<file path="src/rtl/irq_ctrl_pkg.sv">
// Shared constants for the interrupt controller: bus window, register offsets,
// FSM state encodings and the "no interrupt" id.
package irq_ctrl_pkg;

  localparam logic [31:0] DEV2ADDR_BEGIN = 32'h0000_7F80;
  localparam logic [31:0] DEV2ADDR_END   = 32'h0000_7F9F;

  localparam logic [4:0] IRQ_CTRL_OFS_CTRL    = 5'h00;
  localparam logic [4:0] IRQ_CTRL_OFS_MASK    = 5'h04;
  localparam logic [4:0] IRQ_CTRL_OFS_MODE    = 5'h08;
  localparam logic [4:0] IRQ_CTRL_OFS_PENDING = 5'h0C;
  localparam logic [4:0] IRQ_CTRL_OFS_CLAIM   = 5'h10;
  localparam logic [4:0] IRQ_CTRL_OFS_RAW     = 5'h14;

  localparam logic [1:0] IRQ_IDLE = 2'd0;
  localparam logic [1:0] IRQ_REQ  = 2'd1;
  localparam logic [1:0] IRQ_SVC  = 2'd2;

  localparam logic [2:0] IRQ_ID_NONE = 3'd7;

endpackage

</file>
<file path="src/rtl/irq_prio_enc.sv">
// Lowest-index-wins priority encoder; id is IRQ_ID_NONE when nothing is requesting.
module irq_prio_enc
  import irq_ctrl_pkg::*;
#(
  parameter int NIRQ = 6
) (
  input  logic [NIRQ-1:0] req,
  output logic            valid,
  output logic [2:0]      id
);

  always_comb begin
    valid = 1'b0;
    id    = IRQ_ID_NONE;
    for (int i = NIRQ - 1; i >= 0; i--) begin
      if (req[i]) begin
        valid = 1'b1;
        id    = 3'(i);
      end
    end
  end

endmodule

</file>
<file path="src/rtl/irq_ctrl.sv">
// Memory-mapped, non-nested interrupt controller with one ack-handshaked request to CP0.
// Optional IRQ_CTRL_SYNC_EN adds a 2-flop synchroniser ahead of the sample register.
//
//   state    | meaning
//   IRQ_IDLE | nothing outstanding, waiting for an eligible pending line
//   IRQ_REQ  | int_req high, waiting for int_ack (falls back if eligibility vanishes)
//   IRQ_SVC  | line claimed, int_id valid, waiting for an EOI write to CLAIM
module irq_ctrl
  import irq_ctrl_pkg::*;
#(
  parameter logic [31:0] base = DEV2ADDR_BEGIN,
  parameter int          NIRQ = 6
) (
  input  logic            clk,
  input  logic            reset,
  input  logic [31:0]     Addr,
  input  logic            we,
  input  logic [31:0]     wd,
  output logic [31:0]     RD,
  input  logic [NIRQ-1:0] irq_in,
  output logic            int_req,
  input  logic            int_ack,
  output logic [2:0]      int_id
);

  logic [31:0]     offset;
  logic            sel;
  logic [4:0]      rsel;
  logic            wr_ctrl, wr_mask, wr_mode, wr_pend, wr_claim;

  logic            ge;
  logic [NIRQ-1:0] mask, mode, pending, pending_d;
  logic [NIRQ-1:0] samp, samp_d, prev;
  logic [NIRQ-1:0] eligible, edge_set, w1c, claim_clr;
  logic            elig_valid;
  logic [2:0]      top_id;
  logic [1:0]      state, state_d;
  logic [2:0]      id_d;
  logic            unused_wd;

  assign unused_wd = ^wd[31:NIRQ];

  assign offset   = Addr - base;
  assign sel      = (offset[31:5] == 27'd0);
  assign rsel     = offset[4:0];
  assign wr_ctrl  = we & sel & (rsel == IRQ_CTRL_OFS_CTRL);
  assign wr_mask  = we & sel & (rsel == IRQ_CTRL_OFS_MASK);
  assign wr_mode  = we & sel & (rsel == IRQ_CTRL_OFS_MODE);
  assign wr_pend  = we & sel & (rsel == IRQ_CTRL_OFS_PENDING);
  assign wr_claim = we & sel & (rsel == IRQ_CTRL_OFS_CLAIM);

`ifdef IRQ_CTRL_SYNC_EN
  logic [NIRQ-1:0] sync1, sync2;

  always_ff @(posedge clk or posedge reset) begin
    if (reset) begin
      sync1 <= '0;
      sync2 <= '0;
    end else begin
      sync1 <= irq_in;
      sync2 <= sync1;
    end
  end

  assign samp_d = sync2;
`else
  assign samp_d = irq_in;
`endif

  always_ff @(posedge clk or posedge reset) begin
    if (reset) begin
      samp <= '0;
      prev <= '0;
    end else begin
      samp <= samp_d;
      prev <= samp;
    end
  end

  always_ff @(posedge clk or posedge reset) begin
    if (reset) begin
      ge   <= 1'b0;
      mask <= '0;
      mode <= '0;
    end else begin
      if (wr_ctrl) ge <= wd[0];
      if (wr_mask) mask <= wd[NIRQ-1:0];
      if (wr_mode) mode <= wd[NIRQ-1:0];
    end
  end

  assign eligible = pending & mask & {NIRQ{ge}};

  irq_prio_enc #(.NIRQ(NIRQ)) u_prio_enc (
    .req   (eligible),
    .valid (elig_valid),
    .id    (top_id)
  );

  // A fresh edge in the same cycle beats both W1C and the claim clear.
  always_comb begin
    edge_set  = samp & ~prev;
    w1c       = wr_pend ? wd[NIRQ-1:0] : '0;
    claim_clr = '0;
    if ((state == IRQ_REQ) && int_ack && elig_valid)
      claim_clr = mode & (NIRQ'(1) << top_id);
    pending_d = (mode & (edge_set | (pending & ~w1c & ~claim_clr))) | (~mode & samp);
  end

  always_ff @(posedge clk or posedge reset) begin
    if (reset) pending <= '0;
    else       pending <= pending_d;
  end

  always_comb begin
    state_d = state;
    id_d    = int_id;
    case (state)
      IRQ_IDLE: begin
        if (elig_valid) state_d = IRQ_REQ;
      end
      IRQ_REQ: begin
        if (!elig_valid) begin
          state_d = IRQ_IDLE;
        end else if (int_ack) begin
          state_d = IRQ_SVC;
          id_d    = top_id;
        end
      end
      IRQ_SVC: begin
        if (wr_claim) begin
          state_d = IRQ_IDLE;
          id_d    = IRQ_ID_NONE;
        end
      end
      default: begin
        state_d = IRQ_IDLE;
        id_d    = IRQ_ID_NONE;
      end
    endcase
  end

  always_ff @(posedge clk or posedge reset) begin
    if (reset) begin
      state   <= IRQ_IDLE;
      int_req <= 1'b0;
      int_id  <= IRQ_ID_NONE;
    end else begin
      state   <= state_d;
      int_req <= (state_d == IRQ_REQ);
      int_id  <= id_d;
    end
  end

  always_comb begin
    RD = '0;
    if (sel) begin
      case (rsel)
        IRQ_CTRL_OFS_CTRL:    RD = {31'd0, ge};
        IRQ_CTRL_OFS_MASK:    RD = {{(32-NIRQ){1'b0}}, mask};
        IRQ_CTRL_OFS_MODE:    RD = {{(32-NIRQ){1'b0}}, mode};
        IRQ_CTRL_OFS_PENDING: RD = {{(32-NIRQ){1'b0}}, pending};
        IRQ_CTRL_OFS_CLAIM:   RD = {29'd0, int_id};
        IRQ_CTRL_OFS_RAW:     RD = {{(32-NIRQ){1'b0}}, samp};
        default:              RD = '0;
      endcase
    end
  end

endmodule

</file>
<file path="config.mk">
export PLATFORM = sky130hd
export DESIGN_NAME = irq_ctrl
export DESIGN_NICKNAME = d
export VERILOG_FILES = /design/src/rtl/irq_ctrl_pkg.sv /design/src/rtl/irq_prio_enc.sv /design/src/rtl/irq_ctrl.sv
export SDC_FILE = /design/constraint.sdc
export NUM_CORES = 1
export LEC_CHECK = 0
export CAP_MARGIN = 10
export CORE_AREA = 2 2 87 72
export DETAILED_ROUTE_END_ITERATION = 8
export DIE_AREA = 0 0 89 74
export PLACE_DENSITY = 0.78
export SYNTH_ARGS = -nofsm -noshare
export SYNTH_HDL_FRONTEND = slang
export SYNTH_HIERARCHICAL = 1
export SYNTH_SLANG_ARGS = --single-unit
</file>
<file path="constraint.sdc">
create_clock -name clk -period 3.06 [get_ports clk]
set_clock_uncertainty 0.15 [all_clocks]
set_input_delay 0.459 -clock clk [delete_from_list [all_inputs] [get_ports clk]]
set_output_delay 0.459 -clock clk [all_outputs]
set_load 0.05 [all_outputs]
</file>
=== After elaboration in Yosys (flattened, before gate mapping) ===
Cells that the tools add are included.
Widths: inputs -> output; s select.

* Bits in registers: 37
* Output and inout port bits: 36

* Shift operators: 1
* Eq/ne operators: 11
* Reduce and logical (&&, ||, !) cells: 6
* Mux-type cells: 25
* Add/sub/neg operators: 1
* Bitwise operators: 21

{| class="wikitable"
|+ Operators with widths
! operator !! number
|-
| $and 6x6->6 || 8
|-
| $pmux 6 s6 || 1
|-
| $sub 32x15->32 const B || 1
|-
| $logic_not 27->1 || 1
|-
| $not 6->6 || 4
|-
| $mux 3 || 7
|-
| $mux 6 || 3
|-
| $mux 2 || 6
|-
| $or 6x6->6 || 2
|-
| $eq 5x4->1 const B || 2
|-
| $eq 5x5->1 const B || 2
|-
| $pmux 3 s3 || 1
|-
| $and 1x1->1 || 6
|-
| $mux 1 || 6
|-
| $ne 2x2->1 const B || 3
|-
| $pmux 2 s3 || 1
|-
| $shl 1x3->6 const A || 1
|-
| $eq 5x3->1 const B || 1
|-
| $logic_not 5->1 || 1
|-
| $eq 2x1->1 const B || 2
|-
| $reduce_and 4->1 || 1
|-
| $eq 2x2->1 const B || 1
|-
| $logic_and 1x1->1 || 2
|-
| $logic_not 2->1 || 1
|-
| $not 1->1 || 1
|}

=== Longest topological paths before layout ===
* Word-level depth: 16
* Mapped depth: 7

=== Modules after synthesis ===
The synthesis kept the hierarchy.

{| class="wikitable"
|+ Modules (own cells, without submodules)
! module !! times used !! cells each !! area each (µm²)
|-
| irq_ctrl || 1 || 208 || 2157.1
|-
| irq_prio_enc || 1 || 8 || 48.8
|}

=== Worst setup path after synthesis ===
No wires, ideal clock.

* Path type: input -> output
* From: in Addr[5]
* To: out RD[0]
* Cell stages on the path: 6
* Path buffers: 2
* Arrival: 2400 ps
* Slack: 51 ps
* Required time: 2451 ps
* Path through: nor4b_1 -> nand4_2 -> buf_6 -> or2_2 -> clkbuf_1 -> a21oi_1

* Word-level cells in the longest chain between the ends: 3

{| class="wikitable"
|+ Ends and longest elaborated chain
! item !! line !! RTL
|-
| from (decl) || irq_ctrl.sv:16 || <nowiki>input logic [31:0] Addr,</nowiki>
|-
| $sub 32x15->32 || irq_ctrl.sv:43 || <nowiki>assign offset = Addr - base;</nowiki>
|-
| $logic_not 27->1 || irq_ctrl.sv:44 || <nowiki>assign sel = (offset[31:5] == 27'd0);</nowiki>
|-
| $mux 6 || irq_ctrl.sv:157 || <nowiki>if (sel) begin</nowiki>
|-
| to (decl) || irq_ctrl.sv:19 || <nowiki>output logic [31:0] RD,</nowiki>
|}

Every way passes these cells.

=== Final worst setup path ===
* From: in Addr[20]
* To: out RD[3]

Same word-level chain as after synthesis.

==> results.py <==
metrics = {
    "clocking": {
        "cts_buffers": 5,
        "clockBufferDepth": 2,
        "cts_setup_buffers": 0,
        "cts_root_buf": "clkbuf_8",
        "clk_latency_ns": 0.30,
        "clock-sinks": 37,
        "cts_resized": 0,
        "htree_levels": 2,
        "clk_pin_slew_ns": 0.07,
        "cts_tree": "yes",
        "holdBufCountCts": 0,
    },
    "global_route": {
        "grt_pass1_vias": 1827,
        "grt_max_degree": 38,
        "antenna_found_initial": 0,
        "grt_pass1_wl_mm": 8.700,
        "grtUsageTotal_pct": 17.50,
        "grt-ovfl-total": 0,
    },
    "power_and_ir_drop": {
        "p_sw_uw": 292.3,
        "clock_power_share_pct": 33.9,
        "p_per_area_mw_per_mm2": 350.7,
        "leakage_uw": 0.001270,
        "irDropWorstVdd_mv": 0.2698,
        "p_int_uw": 757.2,
        "power_frac_comb_pct": 17.6,
        "switching_share_pct": 27.85,
        "seq_power_share_pct": 48.5,
    },
    "finish": {
        "area_growth_syn_to_layout_pct": 35.68,
        "antenna_cells": 0,
        "drive_gt1_share_pct": 21.33,
        "nets": 359,
    },
    "drt": {
        "num_vias": 1825,
        "avgViaCountPerCell": 4.973,
        "drt_first_iter_violations": 137,
        "first_pass_iters": 4,
        "final_antenna_net_count": 0,
        "remaining_drc_errors": 0,
        "wl_per_cell_um": 14.28,
        "routed_wirelength_mm": 5.241,
    },
    "floorplanning": {
        "fp-row-count": 25,
        "core_mm2": 0.005756,
        "initial_core_util_pct": 38.33,
        "die_w_um": 89,
        "die_area_mm2": 0.006586,
        "fp.dieH_um": 74,
        "io_pins": 110,
    },
    "place": {
        "port_buffers": 57,
        "gp_congestion": 0.8735,
        "place_ws_ns": 0.1647,
        "dp_hpwl_mm": 4.010,
    },
    "setup_path": {
        "arrival_ns": 2.30,
        "cp_max_fo": 6,
        "slowest_stage": "nor4b_1",
        "max_stage_delay_ns": 0.41,
        "worst-path-buf-inv": 2,
        "start_kind": "input port",
        "critPathRequiredTime_ns": 2.45,
        "crit_chain": "clkdlybuf4s50_1 -> nor4b_1 -> nand3_1 -> or2_2 -> a21oi_1 -> buf_12",
        "path_class": "in -> out",
        "cpLargestDelayFamily": "simple AND/OR/NAND/NOR gates",
        "setup.worst_path.end_class": "primary output",
    },
    "yosys": {
        "synth_top_area_cell": "dfrtp_1",
        "synthTopCellsByCount": "34 x dfrtp_1, 26 x buf_4, 21 x nand2_1",
        "synth_enable_flop_cells": 0,
        "netlist_instances": 216,
        "seq_area_frac_synth_pct": 42.14,
        "synthTopCellsByArea": "dfrtp_1 39%, mux2_2 9.7%, buf_4 8.8%",
        "synth_warnings": 6,
        "syn_area_mm2": 0.002206,
        "synth_top_flop_cell": "dfrtp_1",
        "yosysTopAreaCellShare_pct": 38.57,
        "async_flop_share_pct": 100.0,
        "synth_cell_type_count": 44,
        "synth_most_common_cell": "dfrtp_1",
        "synth.avg_cell_area_um2": 10.21,
        "synth-seq-cells": 37,
    },
    "timing": {
        "finalSetupTns_ns": 0,
        "rsz0062_at_grt": "false",
        "fin_crit_sh_pct": 95.17,
        "whs_ns": 0.2604,
        "final_max_slew_viol_count": 0,
        "fin_crit_ns": 2.912,
        "hold_violations": 0,
        "fmax_mhz": 343.4,
        "setup_viol": 0,
        "worst_slack_ns": 0.1478,
    },
    "run": {
        "drv_cap": 0,
    },
    "outcome": {
        "status": "completed",
    },
    "hold_path": {
        "hold_path_class": "reg -> reg",
    },
}
-- layer usage --
layer | GRT usage [%] | routed length (µm) | up-vias
met5 | 0 | 0 | -
met4 | 5.473 | 70 | 0
met3 | 3.774 | 313 | 6
met2 | 27.86 | 2538 | 64
met1 | 24.15 | 2318 | 880
li1 | - | - | 875
-- registers in the layout, summed over array words and instances, names as in the netlist --
| name | cells |
|---|---|
| ge | 1 |
| int_id | 3 |
| int_req | 1 |
| mask | 6 |
| mode | 6 |
| pending | 6 |
| prev | 6 |
| samp | 6 |
| state | 2 |
-- stage by stage --
step	instance area [µm²]	utilization [%]	instances	total power, µW
floorplan	2300	-	241	647.3
global placement	2897	50.33	359	700.0
detailed placement	2897	50.33	359	702.6
CTS	2993	52.00	367	1063
global route	2993	52.00	367	1095
finish	2993	52.00	367	1049
-- placed cells by master, fill, tap and decap left out, drive strengths merged, types with 2 or more instances in the layout --
master	count
a21oi	11
conb	26
a22o	6
inv	4
dfstp	3
a2bb2oi	2
nor2	7
nand2	21
clkbuf	6
nor3	9
nor4	3
nor2b	2
or3	2
a22oi	4
clkdlybuf4s50	51
buf	19
mux2	19
clkinv	2
nor3b	2
or4b	2
nor4b	7
and3	8
dfrtp	34
nand2b	2
o21ai	6
mux2i	2
nand3	13
o32a	2
-- layout make-up --
class	count	area (µm²)
Fill cell	519	2763
Multi-Input combinational cell	167	1122
Sequential cell	37	929.6
Timing Repair Buffer	70	728.2
Tap cell	81	101.3
Clock buffer	6	82.58
Inverter	4	15.01
Clock inverter	2	13.76
-- power groups by stage --
stage | sequential [µW] | combinational (µW) | clock (µW)
floorplan | 515 | 132 | 0
global placement | 517 | 183 | 0
detailed placement | 518 | 185 | 0
CTS | 509 | 185 | 369
global route | 510 | 199 | 385
finish | 509 | 185 | 356
-- path summary, 6_finish.rpt --
check	startpoint	to	depth (start not counted)	slack, ns
max in group asynchronous	reset	int_id[2]	3	1.99
max	Addr[20]	RD[3]	6	0.15
min in group asynchronous	reset	samp[2]	3	0.40
min reg2reg	samp[0]	prev[0]	0	0.26
min	samp[0]	prev[0]	0	0.26
max reg2reg	ge	pending[2]	7	0.67
-- logic make-up after synthesis --
family / count (synthesis) / synth area share (%)
simple gates: 86 / 25.30
flops: 37 / 42.14
buf+inv: 37 / 11.23
compound gates: 34 / 10.55
mux: 21 / 10.61
other cells: 1 / 0.1700
-- worst register-to-register path: stages, from the launching register on --
cell and delay (ns):
dfrtp_1 0.47, and3_1 0.27, nor4_2 0.07, nand2_1 0.13, nand4b_1 0.27, or4b_2 0.73
nand3_1 0.11, o21ai_0 0.09
Note: power is estimated with default switching activity, not from simulation.
